File: src/rtl/riscv_pkg.sv
// Shared RISC-V constants and the writeback-stage state encoding.
package riscv_pkg;

  localparam int unsigned XLEN_DEF       = 32;
  localparam int unsigned REG_ADDR_W_DEF = 5;
  localparam int unsigned CNT_W_DEF      = 32;

  localparam logic [2:0] F3_LB  = 3'b000;
  localparam logic [2:0] F3_LH  = 3'b001;
  localparam logic [2:0] F3_LW  = 3'b010;
  localparam logic [2:0] F3_LBU = 3'b100;
  localparam logic [2:0] F3_LHU = 3'b101;

  localparam logic [6:0] OP_RTYPE = 7'b0110011;
  localparam logic [6:0] OP_LOAD  = 7'b0000011;
  localparam logic [6:0] OP_STORE = 7'b0100011;

  typedef enum logic [1:0] {
    WB_IDLE     = 2'd0,
    WB_WAIT_MEM = 2'd1,
    WB_WRITE    = 2'd2
  } wb_state_t;

endpackage

File: src/rtl/wb_stage_if.sv
// Retiring-instruction handshake from MEM into the writeback stage.
interface wb_stage_if import riscv_pkg::*; #(
  parameter int unsigned XLEN       = XLEN_DEF,
  parameter int unsigned REG_ADDR_W = REG_ADDR_W_DEF
);
  logic                  in_valid;
  logic                  in_ready;
  logic [REG_ADDR_W-1:0] rd_in;
  logic                  reg_we_in;
  logic                  mem_to_reg;
  logic [2:0]            funct3;
  logic [XLEN-1:0]       alu_result;

  modport master (
    output in_valid, rd_in, reg_we_in, mem_to_reg, funct3, alu_result,
    input  in_ready
  );

  modport slave (
    input  in_valid, rd_in, reg_we_in, mem_to_reg, funct3, alu_result,
    output in_ready
  );
endinterface

File: src/rtl/load_align.sv
// Picks the addressed byte/halfword lane out of a load word and extends it.
module load_align import riscv_pkg::*; #(
  parameter int unsigned XLEN = XLEN_DEF
) (
  input  logic [XLEN-1:0] rdata,
  input  logic [1:0]      addr_lo,
  input  logic [2:0]      funct3,
  output logic [XLEN-1:0] data,
  output logic            err
);
  logic [7:0]  lane_b;
  logic [15:0] lane_h;

  // Halfword lane ignores addr_lo[0] so misaligned halves read the aligned lane.
  assign lane_b = rdata[{addr_lo, 3'b000} +: 8];
  assign lane_h = rdata[{addr_lo[1], 4'b0000} +: 16];

  always_comb begin
    data = '0;
    err  = 1'b0;
    case (funct3)
      F3_LB:  data = {{(XLEN-8){lane_b[7]}}, lane_b};
      F3_LBU: data = {{(XLEN-8){1'b0}}, lane_b};
      F3_LH: begin
        data = {{(XLEN-16){lane_h[15]}}, lane_h};
        err  = addr_lo[0];
      end
      F3_LHU: begin
        data = {{(XLEN-16){1'b0}}, lane_h};
        err  = addr_lo[0];
      end
      F3_LW: begin
        data = rdata;
        err  = |addr_lo;
      end
      default: begin
        data = rdata;
        err  = 1'b1;
      end
    endcase
  end
endmodule

File: src/rtl/wb_stage.sv
// Writeback stage: retires ALU results and loads as single register-file writes,
// holding off upstream while a load response is outstanding.
module wb_stage import riscv_pkg::*; #(
  parameter int unsigned XLEN       = XLEN_DEF,
  parameter int unsigned REG_ADDR_W = REG_ADDR_W_DEF,
  parameter int unsigned CNT_W      = CNT_W_DEF
) (
  input  logic                  clk,
  input  logic                  rst_n,
  wb_stage_if.slave             bus,
  input  logic                  mem_rsp_valid,
  input  logic [XLEN-1:0]       mem_rdata,
  output logic [REG_ADDR_W-1:0] Rd,
  output logic [XLEN-1:0]       reg_write_data,
  output logic                  reg_write,
  output logic                  pend_valid,
  output logic [REG_ADDR_W-1:0] pend_rd,
  output logic                  align_err,
  output logic [CNT_W-1:0]      retired
);
  wb_state_t             state, state_nxt;
  logic                  accept;
  logic                  rsp_take;
  logic [REG_ADDR_W-1:0] rd_q;
  logic                  we_q;
  logic [2:0]            f3_q;
  logic [1:0]            lo_q;
  logic [XLEN-1:0]       data_q;
  logic [XLEN-1:0]       ld_data;
  logic                  ld_err;

  assign accept   = bus.in_valid & bus.in_ready;
  assign rsp_take = (state == WB_WAIT_MEM) & mem_rsp_valid;

  load_align #(.XLEN(XLEN)) u_align (
    .rdata   (mem_rdata),
    .addr_lo (lo_q),
    .funct3  (f3_q),
    .data    (ld_data),
    .err     (ld_err)
  );

  always_ff @(posedge clk or negedge rst_n) begin
    if (!rst_n) state <= WB_IDLE;
    else        state <= state_nxt;
  end

  always_comb begin
    state_nxt = state;
    case (state)
      WB_IDLE, WB_WRITE: begin
        if (accept)                 state_nxt = bus.mem_to_reg ? WB_WAIT_MEM : WB_WRITE;
        else if (state == WB_WRITE) state_nxt = WB_IDLE;
      end
      WB_WAIT_MEM: if (mem_rsp_valid) state_nxt = WB_WRITE;
      default:     state_nxt = WB_IDLE;
    endcase
  end

  // x0 is architecturally zero, so its write is suppressed but it still retires.
  always_comb begin
    bus.in_ready = 1'b1;
    pend_valid   = 1'b0;
    pend_rd      = '0;
    reg_write    = 1'b0;
    case (state)
      WB_WAIT_MEM: begin
        bus.in_ready = 1'b0;
        pend_valid   = 1'b1;
        pend_rd      = rd_q;
      end
      WB_WRITE: reg_write = we_q & (rd_q != '0);
      default: ;
    endcase
  end

  always_ff @(posedge clk or negedge rst_n) begin
    if (!rst_n) begin
      rd_q      <= '0;
      we_q      <= 1'b0;
      f3_q      <= '0;
      lo_q      <= '0;
      data_q    <= '0;
      align_err <= 1'b0;
      retired   <= '0;
    end else begin
      if (accept) begin
        rd_q <= bus.rd_in;
        we_q <= bus.reg_we_in;
        if (bus.mem_to_reg) begin
          f3_q <= bus.funct3;
          lo_q <= bus.alu_result[1:0];
        end else begin
          data_q <= bus.alu_result;
        end
      end
      if (rsp_take) begin
        data_q    <= ld_data;
        align_err <= align_err | ld_err;
      end
      // Counted on entry to WRITE so the count is visible alongside the write.
      if ((accept & ~bus.mem_to_reg) | rsp_take) retired <= retired + CNT_W'(1);
    end
  end

  assign Rd             = rd_q;
  assign reg_write_data = data_q;
endmodule

File: src/flat_wrapper.sv
// flat-port wrapper written by rule: the top's interface ports become plain ports
module wb_stage_flat import riscv_pkg::*;
#(
  parameter int unsigned XLEN       = XLEN_DEF,
  parameter int unsigned REG_ADDR_W = REG_ADDR_W_DEF,
  parameter int unsigned CNT_W      = CNT_W_DEF
)
  (clk, rst_n, mem_rsp_valid, mem_rdata, Rd, reg_write_data, reg_write, pend_valid, pend_rd, align_err, retired, bus_in_valid, bus_rd_in, bus_reg_we_in, bus_mem_to_reg, bus_funct3, bus_alu_result, bus_in_ready);
  wb_stage_if #(.XLEN(XLEN), .REG_ADDR_W(REG_ADDR_W)) bus_i ();
  input  logic clk;
  input  logic rst_n;
  input  logic mem_rsp_valid;
  input  logic [XLEN-1:0] mem_rdata;
  output logic [REG_ADDR_W-1:0] Rd;
  output logic [XLEN-1:0] reg_write_data;
  output logic reg_write;
  output logic pend_valid;
  output logic [REG_ADDR_W-1:0] pend_rd;
  output logic align_err;
  output logic [CNT_W-1:0] retired;
  input wire logic [$bits(bus_i.in_valid)-1:0] bus_in_valid;
  input wire logic [$bits(bus_i.rd_in)-1:0] bus_rd_in;
  input wire logic [$bits(bus_i.reg_we_in)-1:0] bus_reg_we_in;
  input wire logic [$bits(bus_i.mem_to_reg)-1:0] bus_mem_to_reg;
  input wire logic [$bits(bus_i.funct3)-1:0] bus_funct3;
  input wire logic [$bits(bus_i.alu_result)-1:0] bus_alu_result;
  output wire logic [$bits(bus_i.in_ready)-1:0] bus_in_ready;
  assign bus_i.in_valid = bus_in_valid;
  assign bus_i.rd_in = bus_rd_in;
  assign bus_i.reg_we_in = bus_reg_we_in;
  assign bus_i.mem_to_reg = bus_mem_to_reg;
  assign bus_i.funct3 = bus_funct3;
  assign bus_i.alu_result = bus_alu_result;
  assign bus_in_ready = bus_i.in_ready;
  wb_stage #(.XLEN(XLEN), .REG_ADDR_W(REG_ADDR_W), .CNT_W(CNT_W)) u_core (.clk(clk), .rst_n(rst_n), .bus(bus_i), .mem_rsp_valid(mem_rsp_valid), .mem_rdata(mem_rdata), .Rd(Rd), .reg_write_data(reg_write_data), .reg_write(reg_write), .pend_valid(pend_valid), .pend_rd(pend_rd), .align_err(align_err), .retired(retired));
endmodule
File: config.mk
export PLATFORM = sky130hd
export DESIGN_NAME = wb_stage_flat
export DESIGN_NICKNAME = d
export VERILOG_FILES = /design/src/rtl/riscv_pkg.sv /design/src/rtl/wb_stage_if.sv /design/src/rtl/load_align.sv /design/src/rtl/wb_stage.sv /design/src/flat_wrapper.sv
export SDC_FILE = /design/constraint.sdc
export NUM_CORES = 1
export LEC_CHECK = 0
export ABC_CLOCK_PERIOD_IN_PS = 2600
export CORE_MARGIN = 2
export CORE_UTILIZATION = 40
export CTS_BUF_LIST = sky130_fd_sc_hd__clkbuf_16
export DETAILED_ROUTE_END_ITERATION = 10
export PLACE_DENSITY = 0.78
export SLEW_MARGIN = 20
export SYNTH_ARGS = -nofsm -noshare
export SYNTH_HDL_FRONTEND = slang
export SYNTH_SLANG_ARGS = --single-unit
File: constraint.sdc
create_clock -name clk -period 2.6 [get_ports clk]
set_clock_uncertainty 0.15 [all_clocks]
set_input_delay 0.26 -clock clk [delete_from_list [all_inputs] [get_ports clk]]
set_output_delay 0.26 -clock clk [all_outputs]
set_load 0.005 [all_outputs]
==> out/qor.yml <==
cts_buffer_depth: 2
synth_ff_type: "dfrtp_1"
cts.sinks: 78
die_x_um: 104
synth_top_area_share_pct: 48.7
vias: 3806
dieArea_um2: 10800
placed_cells: 684
use_met2_pct: 38.9
hold_class: "in2async"
wl_um: 12500
worstSetupEndpointType: "output port"
met1_usage_pct: 30.2
yosys_warnings: 0
vias_per_cell: 5.43
synth-edff-count: 0
ir_worst_vdd_mv: 0.379
hpwl_um: 9520
post-route-util_pct: 62.4
fmax_ghz: 0.425
dp_slack_ns: 0.0750
cp_num_buf_inv: 2
cts_tree: "yes"
placementRows: 36
post_cts_buffers: 0
wl_per_cell_um: 17.8
power_density_nw_per_um2: 726
grt_use_met3_pct: 4.70
min_period_ns: 2.35
synthArstFlopShare_pct: 100
worst_pin_slew_ns: 0.627
finalSetupViolCount: 0
ys_ff_latch: 78
synth.avg_cell_area_um2: 9.90
slowest_stage: "clkdlybuf4s50_1"
final_hold_viol_count: 0
yosysUniqueCellTypes: 51
drtAntennaViolNets: 0
remaining_drc_errors: 0
clockRootBuffer: "clkbuf_16"
grt_max_degree: 45
netlist_area_um2: 4010
worst-setup-path-type: "reg2out"
maxSlewViolCount: 0
drt_iter0_drc: 152
p_leak_nw: 2.57
initial_core_util_pct: 41.2
max_cap_viol_count: 0
synthTopCellsByCount: "78 x dfrtp_1, 62 x nand2_1, 27 x nor2_1"
power_mw: 4.41
h-tree-depth: 3
io_buffers: 155
cts_buffers: 9
clk_pin_slew_ns: 0.06
coreArea_um2: 9730
clk_latency_ns: 0.34
slew-limit-headroom_pct: 57.1
grt_pass1_vias: 3744
synth_cells: 405
gp_congestion: 0.923
drive_gt1_share_pct: 9.33
period_share_pct: 90.5
path_max_fanout: 9
antenna_cells: 0
timing.final.ws_setup_ns: 0.248
grt_pass1_wl_um: 19900
crit_chain: "nand2b_1 > inv_1 > and2_1 > clkdlybuf4s50_1"
synth_top_cell_by_area: "dfrtp_1"
synth.most_common_cell: "dfrtp_1"
nNetsFinal: 642
rsz0062_at_grt: "false"
crit_arrival_ns: 1.94
yosysSeqAreaShare_pct: 48.7
top_usage_layer: "met2"
io_pins: 156
area_delta_synth_final_pct: 51.4
start_kind: "flip-flop"
critical_path.top_delay_family: "buffers and inverters"
status: "complete, no violations"
overflow: 0
cp.required_ns: 2.19
syn_nets: 484
instances_no_fill: 701
synth_area_leaders: "dfrtp_1 49%, nand2_1 5.8%, xnor2_1 4.4%"
die_h_um: 104
fin_setup_tns_ns: 0
antenna_found_initial: 0
slowest_delay_ns: 0.50
grtUsageTotal_pct: 23.1
firstDrtPassIters: 5
## worst register-to-register path, stage by stage, from the launching register on
cell	delay, ns
dfrtp_1	0.51
mux4_2	0.56
inv_1	0.10
nor4_1	0.07
a2111oi_0	0.59
buf_4	0.22
nor2_1	0.04
## layer usage
metal  up-vias  part of all wire, %
li1       1766                    -
met2       171                   50
met1      1853                   42
met3        16                  7.0
met5         -                    0
met4         0                  1.4
## power by group
group | internal, mW | switching (mW)
combinational | 0.791 | 0.536
sequential | 1.45 | 0.245
clock | 0.853 | 0.531
## final timing paths
path,start,to,cells after the start,slack (ns)
min reg2reg,u_core.retired[31],u_core.retired[31],1,0.33
max,u_core.state[1],pend_rd[1],4,0.25
max in group asynchronous,rst_n,u_core.lo_q[0],3,1.31
min in group clk,u_core.retired[31],u_core.retired[31],1,0.33
max reg2reg,u_core.lo_q[1],u_core.reg_write_data[11],6,0.26
min,rst_n,u_core.retired[26],2,0.30
## kinds of logic after synthesis
kind of cell             share of synthesized area, %
multiplexers                                     7.71
buffers and inverters                            3.62
flip-flops                                       48.7
XOR/XNOR                                         6.77
adder cells (fa/ha/maj)                         0.312
AND/OR/NAND/NOR                                  20.0
AO/OA/AOI/OAI                                    12.9
## sequential cells by signal (all words and copies together), names as in the netlist
| register | flops |
|---|---|
| u_core.Rd | 5 |
| u_core.align_err | 1 |
| u_core.f3_q | 3 |
| u_core.lo_q | 2 |
| u_core.reg_write_data | 32 |
| u_core.retired | 32 |
| u_core.state | 2 |
| u_core.we_q | 1 |
## cell type report
cell class,count,area (µm²)
Sequential cell,78,1950
Clock inverter,7,100
Tap cell,133,166
Timing Repair Buffer,173,1690
Inverter,7,26.3
Clock buffer,9,225
Fill cell,810,3660
Multi-Input combinational cell,294,1910
## placed cells by master, fill, tap and decap left out, types with 10 or more instances in the layout
cell type / synthesis / routed
clkdlybuf4s50_1: 0 / 154
dfrtp_1: 78 / 78
nand2_1: 62 / 62
nor2_1: 27 / 27
xnor2_1: 20 / 20
buf_4: 1 / 18
a21oi_1: 15 / 15
mux2_2: 14 / 14
and3_1: 14 / 14
o22ai_1: 12 / 12
xor2_1: 11 / 11
nor3_1: 10 / 10
mux2i_1: 10 / 10
## metrics by stage
stage / hold WS, ns / instance area (µm²)
final: 0.301 / 6070
after detailed placement: 0.135 / 5730
after global placement: 0.131 / 5730
after floorplan: -0.186 / 4010
after global routing: 0.350 / 6070
after CTS: 0.328 / 6070
## what timing repair did
action                                 in CTS  in global routing
hold buffers                                1                  0
gates resized for setup                     0                  0
endpoints found under the hold margin      42                  0
No activity file was read; power rests on OpenSTA's default activity.
